<file path="src/rtl/pe_cmd_arbiter.sv">
// pe_cmd_arbiter: round-robin sharing of the single PE command port, one command in flight, with a done-timeout watchdog
// Ports:
//   clk, rst_n                      clock, async active-low reset
//   req_valid_i / req_ready_o       per-requester command handshake (ready is one-hot, IDLE only)
//   req_cmd_i, req_a_i, req_b_i     per-requester command word and operands
//   rsp_valid_o                     one-hot 1-cycle response pulse to the issuing requester
//   rsp_result_o, rsp_err_o         response payload, held between responses
//   pe_cmd_valid_o / pe_cmd_ready_i command handshake toward the PE interface
//   pe_cmd_o, pe_operand_a_o/b_o    latched command and operands toward the PE interface
//   pe_done_i, pe_result_i          result pulse from the PE interface
//   timeout_err_o                   sticky timeout flag, cleared only by reset
module pe_cmd_arbiter #(
    parameter int NUM_REQ        = 4,
    parameter int DATA_WIDTH     = 32,
    parameter int CMD_WIDTH      = 32,
    parameter int TIMEOUT_CYCLES = 15
) (
    input  logic                                 clk,
    input  logic                                 rst_n,
    input  logic [NUM_REQ-1:0]                   req_valid_i,
    input  logic [NUM_REQ-1:0][CMD_WIDTH-1:0]    req_cmd_i,
    input  logic [NUM_REQ-1:0][DATA_WIDTH-1:0]   req_a_i,
    input  logic [NUM_REQ-1:0][DATA_WIDTH-1:0]   req_b_i,
    output logic [NUM_REQ-1:0]                   req_ready_o,
    output logic [NUM_REQ-1:0]                   rsp_valid_o,
    output logic [DATA_WIDTH-1:0]                rsp_result_o,
    output logic                                 rsp_err_o,
    output logic                                 pe_cmd_valid_o,
    output logic [CMD_WIDTH-1:0]                 pe_cmd_o,
    output logic [DATA_WIDTH-1:0]                pe_operand_a_o,
    output logic [DATA_WIDTH-1:0]                pe_operand_b_o,
    input  logic                                 pe_cmd_ready_i,
    input  logic                                 pe_done_i,
    input  logic [DATA_WIDTH-1:0]                pe_result_i,
    output logic                                 timeout_err_o
);
    localparam int ID_W  = $clog2(NUM_REQ);
    localparam int CNT_W = $clog2(TIMEOUT_CYCLES + 1);

    typedef enum logic [1:0] {IDLE, ISSUE, WAIT, RESP} state_t;

    state_t                state_q, state_d;
    logic [ID_W-1:0]       last_q, id_q, winner, idx;
    logic [CMD_WIDTH-1:0]  cmd_q;
    logic [DATA_WIDTH-1:0] a_q, b_q, res_q;
    logic [CNT_W-1:0]      cnt_q;
    logic                  err_q, sticky_q, any_req, timeout_hit, accept;

    assign any_req     = |req_valid_i;
    assign accept      = (state_q == IDLE) && any_req;
    assign timeout_hit = cnt_q == CNT_W'(TIMEOUT_CYCLES);

    // Scan downward so the set bit closest after last_q is written last and wins.
    always_comb begin
        winner = '0;
        idx    = '0;
        for (int i = NUM_REQ; i >= 1; i--) begin
            idx = ID_W'((int'(last_q) + i) % NUM_REQ);
            if (req_valid_i[idx]) winner = idx;
        end
    end

    always_comb begin
        state_d = state_q;
        case (state_q)
            IDLE:    state_d = any_req ? ISSUE : IDLE;
            ISSUE:   state_d = pe_cmd_ready_i ? WAIT : ISSUE;
            WAIT:    state_d = (pe_done_i || timeout_hit) ? RESP : WAIT;
            default: state_d = IDLE;
        endcase
    end

    // Ready is gated by rst_n so that every output reads 0 while reset is held.
    assign req_ready_o    = (accept && rst_n) ? NUM_REQ'(1) << winner : '0;
    assign rsp_valid_o    = (state_q == RESP) ? NUM_REQ'(1) << id_q : '0;
    assign pe_cmd_valid_o = state_q == ISSUE;
    assign pe_cmd_o       = pe_cmd_valid_o ? cmd_q : '0;
    assign pe_operand_a_o = pe_cmd_valid_o ? a_q : '0;
    assign pe_operand_b_o = pe_cmd_valid_o ? b_q : '0;
    assign rsp_result_o   = res_q;
    assign rsp_err_o      = err_q;
    assign timeout_err_o  = sticky_q;

    always_ff @(posedge clk or negedge rst_n) begin
        if (!rst_n) begin
            state_q  <= IDLE;
            last_q   <= ID_W'(NUM_REQ - 1);
            id_q     <= '0;
            cmd_q    <= '0;
            a_q      <= '0;
            b_q      <= '0;
            res_q    <= '0;
            err_q    <= 1'b0;
            sticky_q <= 1'b0;
            cnt_q    <= '0;
        end else begin
            state_q <= state_d;
            if (accept) begin
                id_q  <= winner;
                cmd_q <= req_cmd_i[winner];
                a_q   <= req_a_i[winner];
                b_q   <= req_b_i[winner];
            end
            if (state_q == ISSUE) cnt_q <= '0;
            // A done arriving on the timeout cycle still counts as a good result.
            if (state_q == WAIT) begin
                if (pe_done_i) begin
                    res_q <= pe_result_i;
                    err_q <= 1'b0;
                end else if (timeout_hit) begin
                    res_q    <= '0;
                    err_q    <= 1'b1;
                    sticky_q <= 1'b1;
                end else begin
                    cnt_q <= cnt_q + 1'b1;
                end
            end
            if (state_q == RESP) last_q <= id_q;
        end
    end
endmodule

</file>
<file path="config.mk">
export PLATFORM = sky130hd
export DESIGN_NAME = pe_cmd_arbiter
export DESIGN_NICKNAME = d
export VERILOG_FILES = /design/src/rtl/pe_cmd_arbiter.sv
export SDC_FILE = /design/constraint.sdc
export NUM_CORES = 1
export LEC_CHECK = 0
export ABC_AREA = 1
export ABC_CLOCK_PERIOD_IN_PS = 2400
export CORE_AREA = 2 2 219 221
export DETAILED_ROUTE_END_ITERATION = 6
export DIE_AREA = 0 0 221 223
export GPL_TIMING_DRIVEN = 0
export PLACE_DENSITY = 0.6
export SLEW_MARGIN = 10
export SYNTH_ARGS = -nofsm -noshare
export SYNTH_HDL_FRONTEND = slang
export SYNTH_SLANG_ARGS = --single-unit
</file>
<file path="constraint.sdc">
create_clock -name clk -period 2.4 [get_ports clk]
set_clock_uncertainty 0.05 [all_clocks]
set_input_delay 0.6 -clock clk [delete_from_list [all_inputs] [get_ports clk]]
set_output_delay 0.6 -clock clk [all_outputs]
set_load 0.05 [all_outputs]
</file>
==> impl_metrics.json <==
{
  "synth_area_leaders": "dfrtp_1 (32%), nand2_1 (30%), nand3_1 (15%), inv_1 (11%), nor2_1 (3.6%)",
  "p_per_area_nw_per_um2": 1689,
  "switching_power_mw": 18.27,
  "antenna_found_initial": 0,
  "htreeDepth": 4,
  "ys_async_sr_fraction": 1.000,
  "yosys_warnings": 0,
  "clockBufferDepth": 2,
  "status": "finished, violations left",
  "root_buffer": "clkbuf_16",
  "synth_edf_count": 0,
  "r2r-start": "last_q[0]",
  "grt_setup_unrepaired": "yes",
  "place.gp.congestion": 0.8985,
  "dieArea_um2": 49280,
  "start_util": 0.2281,
  "critPathRequiredTime_ns": 1.75,
  "seq_area_frac_synth": 0.3261,
  "cp-start-kind": "flop",
  "p_comb_frac": 0.796,
  "via_per_inst": 4.413,
  "hold_viol": 0,
  "failed_checks": "setup timing",
  "crit_chain": "buf_8 > inv_8 > nand2_2 > nand3_2 > nand2_2 > inv_1 > nand2_2 > nand2_2 > nand2_4 > nand2_8 > buf_12 > buf_12 > nor3_4 > buf_6",
  "yosys.area_share.simple": 0.5015,
  "numCtsBuffers": 17,
  "syn_area_um2": 10750,
  "place_ws_ns": -2.749,
  "grt_max_degree": 78,
  "clk_latency_ns": 0.45,
  "synth_flop_cell": "dfrtp_1",
  "worstHoldPathType": "in -> async",
  "arrival_ns": 2.48,
  "setup_ws_ns": -0.7344,
  "ant_nets": 0,
  "drv_cap": 0,
  "num-fill-cells": 4999,
  "r2r_setup_slack_ns": -0.19,
  "area_delta_synth_final_pct": 86.62,
  "syn_area_per_cell_um2": 5.635,
  "finalPower_mw": 33.90,
  "post-route-min-period_ns": 3.134,
  "fmax_mhz": 319.0,
  "synth-seq-cells": 140,
  "die-height_um": 223,
  "finalCritPeriodShare": 1.306,
  "yosysTopAreaCell": "dfrtp_1",
  "path_common_cell": "nand2_2",
  "worst_pin_slew_ns": 0.5496,
  "dr_total_vias": 14010,
  "max_slew_margin": 0.6325,
  "cts_tree": "yes",
  "p_clk_frac": 0.082,
  "routedWlPerCell_um": 16.80,
  "intPower_mw": 15.63,
  "cp_max_fo": 8,
  "critical_path.startpoint": "last_q[0]",
  "dp_hpwl_um": 40910,
  "synth_cell_types": 27,
  "wirelength_um": 53340,
  "drc_errors": 0,
  "fin_nets": 2972,
  "rows": 80,
  "critPathTopFamily": "simple AND/OR/NAND/NOR gates",
  "synth_xor_area_frac": 0,
  "drt_iter0_markers": 677,
  "swShare": 0.5389,
  "drt-pass1-iter-count": 7,
  "design_area_um2": 20060,
  "synth_top_family_by_area": "simple AND/OR/NAND/NOR gates",
  "crit_type": "reg -> out",
  "worstSetupEndpointType": "output port",
  "drive_gt1_frac": 0.1786,
  "cts_hold_buf": 0,
  "track_usage": 0.2075,
  "setup_viol": 179,
  "finalSetupTns_ns": -30.17,
  "slew_violations": 0,
  "die_x_um": 221,
  "total_leakage_power_nw": 10.58,
  "clk_pin_slew_ns": 0.07,
  "synth_nets": 2333,
  "place_area_um2": 17390,
  "slowest_stage": "dfstp_2",
  "io_pins": 563,
  "synth_cells": 1908,
  "synth_top_area_share": 0.3212,
  "io_buffers": 561,
  "synthAdderAreaFrac": 0.001164,
  "synth_compound_area_frac": 0.007913,
  "cp_num_buf_inv": 6,
  "ir_worst_vdd_uv": 925.9,
  "utilization": 0.4256,
  "grt_overflow": 0,
  "grt_pass1_vias": 13950,
  "grt_pass1_wl_um": 78730,
  "cts_sinks": 140,
  "synth_mux_area_frac": 0,
  "slowest_delay_ns": 0.53,
  "coreArea_um2": 47150,
  "seqPwrFrac": 0.122
}
-- cells in the mapped netlist, types with 2 or more instances --
| master | count |
|---|---|
| inv_2 | 3 |
| clkbuf_1 | 50 |
| nor2_1 | 104 |
| buf_4 | 9 |
| dfrtp_1 | 138 |
| dfstp_2 | 2 |
| nand2_2 | 3 |
| o21ai_0 | 9 |
| o21ai_1 | 3 |
| a21oi_1 | 2 |
| buf_2 | 55 |
| buf_6 | 3 |
| inv_1 | 303 |
| nor3_1 | 5 |
| buf_1 | 9 |
| nand3_1 | 327 |
| nand2_1 | 873 |
-- per-stage QoR --
step | hold slack [ns] | std cells
floorplan | 0.2544 | 1908
global placement | 0.4015 | 3084
detailed placement | 0.4074 | 3085
CTS | 0.02693 | 3144
global route | 0.04960 | 3174
finish | 0.03499 | 3175
-- sequential cells by signal, summed over array words and instances (netlist names) --
signal,flops
timeout_err_o,1
rsp_result_o,32
b_q,32
state_q,2
cnt_q,4
last_q,2
cmd_q,32
rsp_err_o,1
a_q,32
id_q,2
-- per-layer routing --
metal	vias up	track usage	part of all wire
met5	-	0	0
met4	0	0.07188	0.024
met3	57	0.05070	0.062
met2	485	0.3771	0.51
met1	6497	0.2360	0.41
li1	6971	-	-
-- what timing repair did --
| item | 4_1_cts | 5_1_grt |
|---|---|---|
| pin swaps | 18 | 28 |
| gates cloned | 0 | 5 |
| gates resized for setup | 739 | 416 |
| endpoints found under the setup margin | 207 | 202 |
| hold endpoints to repair | 0 | 0 |
| buffers inserted | 29 | 29 |
-- path summary, 6_finish.rpt --
path | end | depth (start not counted)
setup reg to reg | cmd_q[29] | 19
hold / removal | rsp_result_o[12] | 1
setup / recovery | req_ready_o[2] | 14
max in group asynchronous | last_q[1] | 2
min in group clk | rsp_result_o[3] | 2
hold reg to reg | rsp_result_o[3] | 2
-- layout by cell type (no fill, tap or decap), drive strengths merged --
cell type | netlist | final
nand2 | 877 | 877
clkdlybuf4s50 | 0 | 451
nand3 | 328 | 328
inv | 307 | 312
buf | 76 | 220
dfrtp | 138 | 138
nor2 | 104 | 104
clkbuf | 50 | 89
o21ai | 12 | 12
nor3 | 6 | 6
clkinv | 1 | 5
dlygate4sd2 | 0 | 3
clkinvlp | 0 | 2
a21oi | 2 | 2
bufinv | 0 | 2
dfstp | 2 | 2
diode | 0 | 1
nor4 | 1 | 1
nand4 | 1 | 1
o211ai | 1 | 1
a22oi | 1 | 1
ha | 1 | 1
dlymetal6s2s | 0 | 1
-- power by group through the flow --
stage	combinational, mW	clock (mW)	sequential [mW]
after floorplan	13.7	0	4.86
after global placement	21.6	0	4.12
after detailed placement	21.8	0	4.15
after CTS	23.9	2.86	4.12
after global routing	29.5	2.96	4.25
final	27.0	2.78	4.13
-- cell families (layout without fill, tap and decap cells) --
| group | after synthesis | in the layout |
|---|---|---|
| simple gates | 1317 | 1317 |
| buf+inv | 434 | 1085 |
| compound gates | 16 | 16 |
| other cells | 0 | 1 |
| fa+ha+maj | 1 | 1 |
| flops | 140 | 140 |
-- area by class of cell --
type / instances / area (um2) / share of cell area
Buffer: 121 / 1119 / 0.05575
Clock buffer: 18 / 439.2 / 0.02189
Inverter: 308 / 1197 / 0.05968
Timing Repair Buffer: 625 / 6585 / 0.3282
Tap cell: 615 / 769.5 / 0.03835
Antenna cell: 1 / 2.502 / 0.0001247
Clock inverter: 13 / 156.4 / 0.007795
Sequential cell: 140 / 3507 / 0.1748
Multi-Input combinational cell: 1334 / 6289 / 0.3134
No activity file was read; power rests on OpenSTA's default activity.
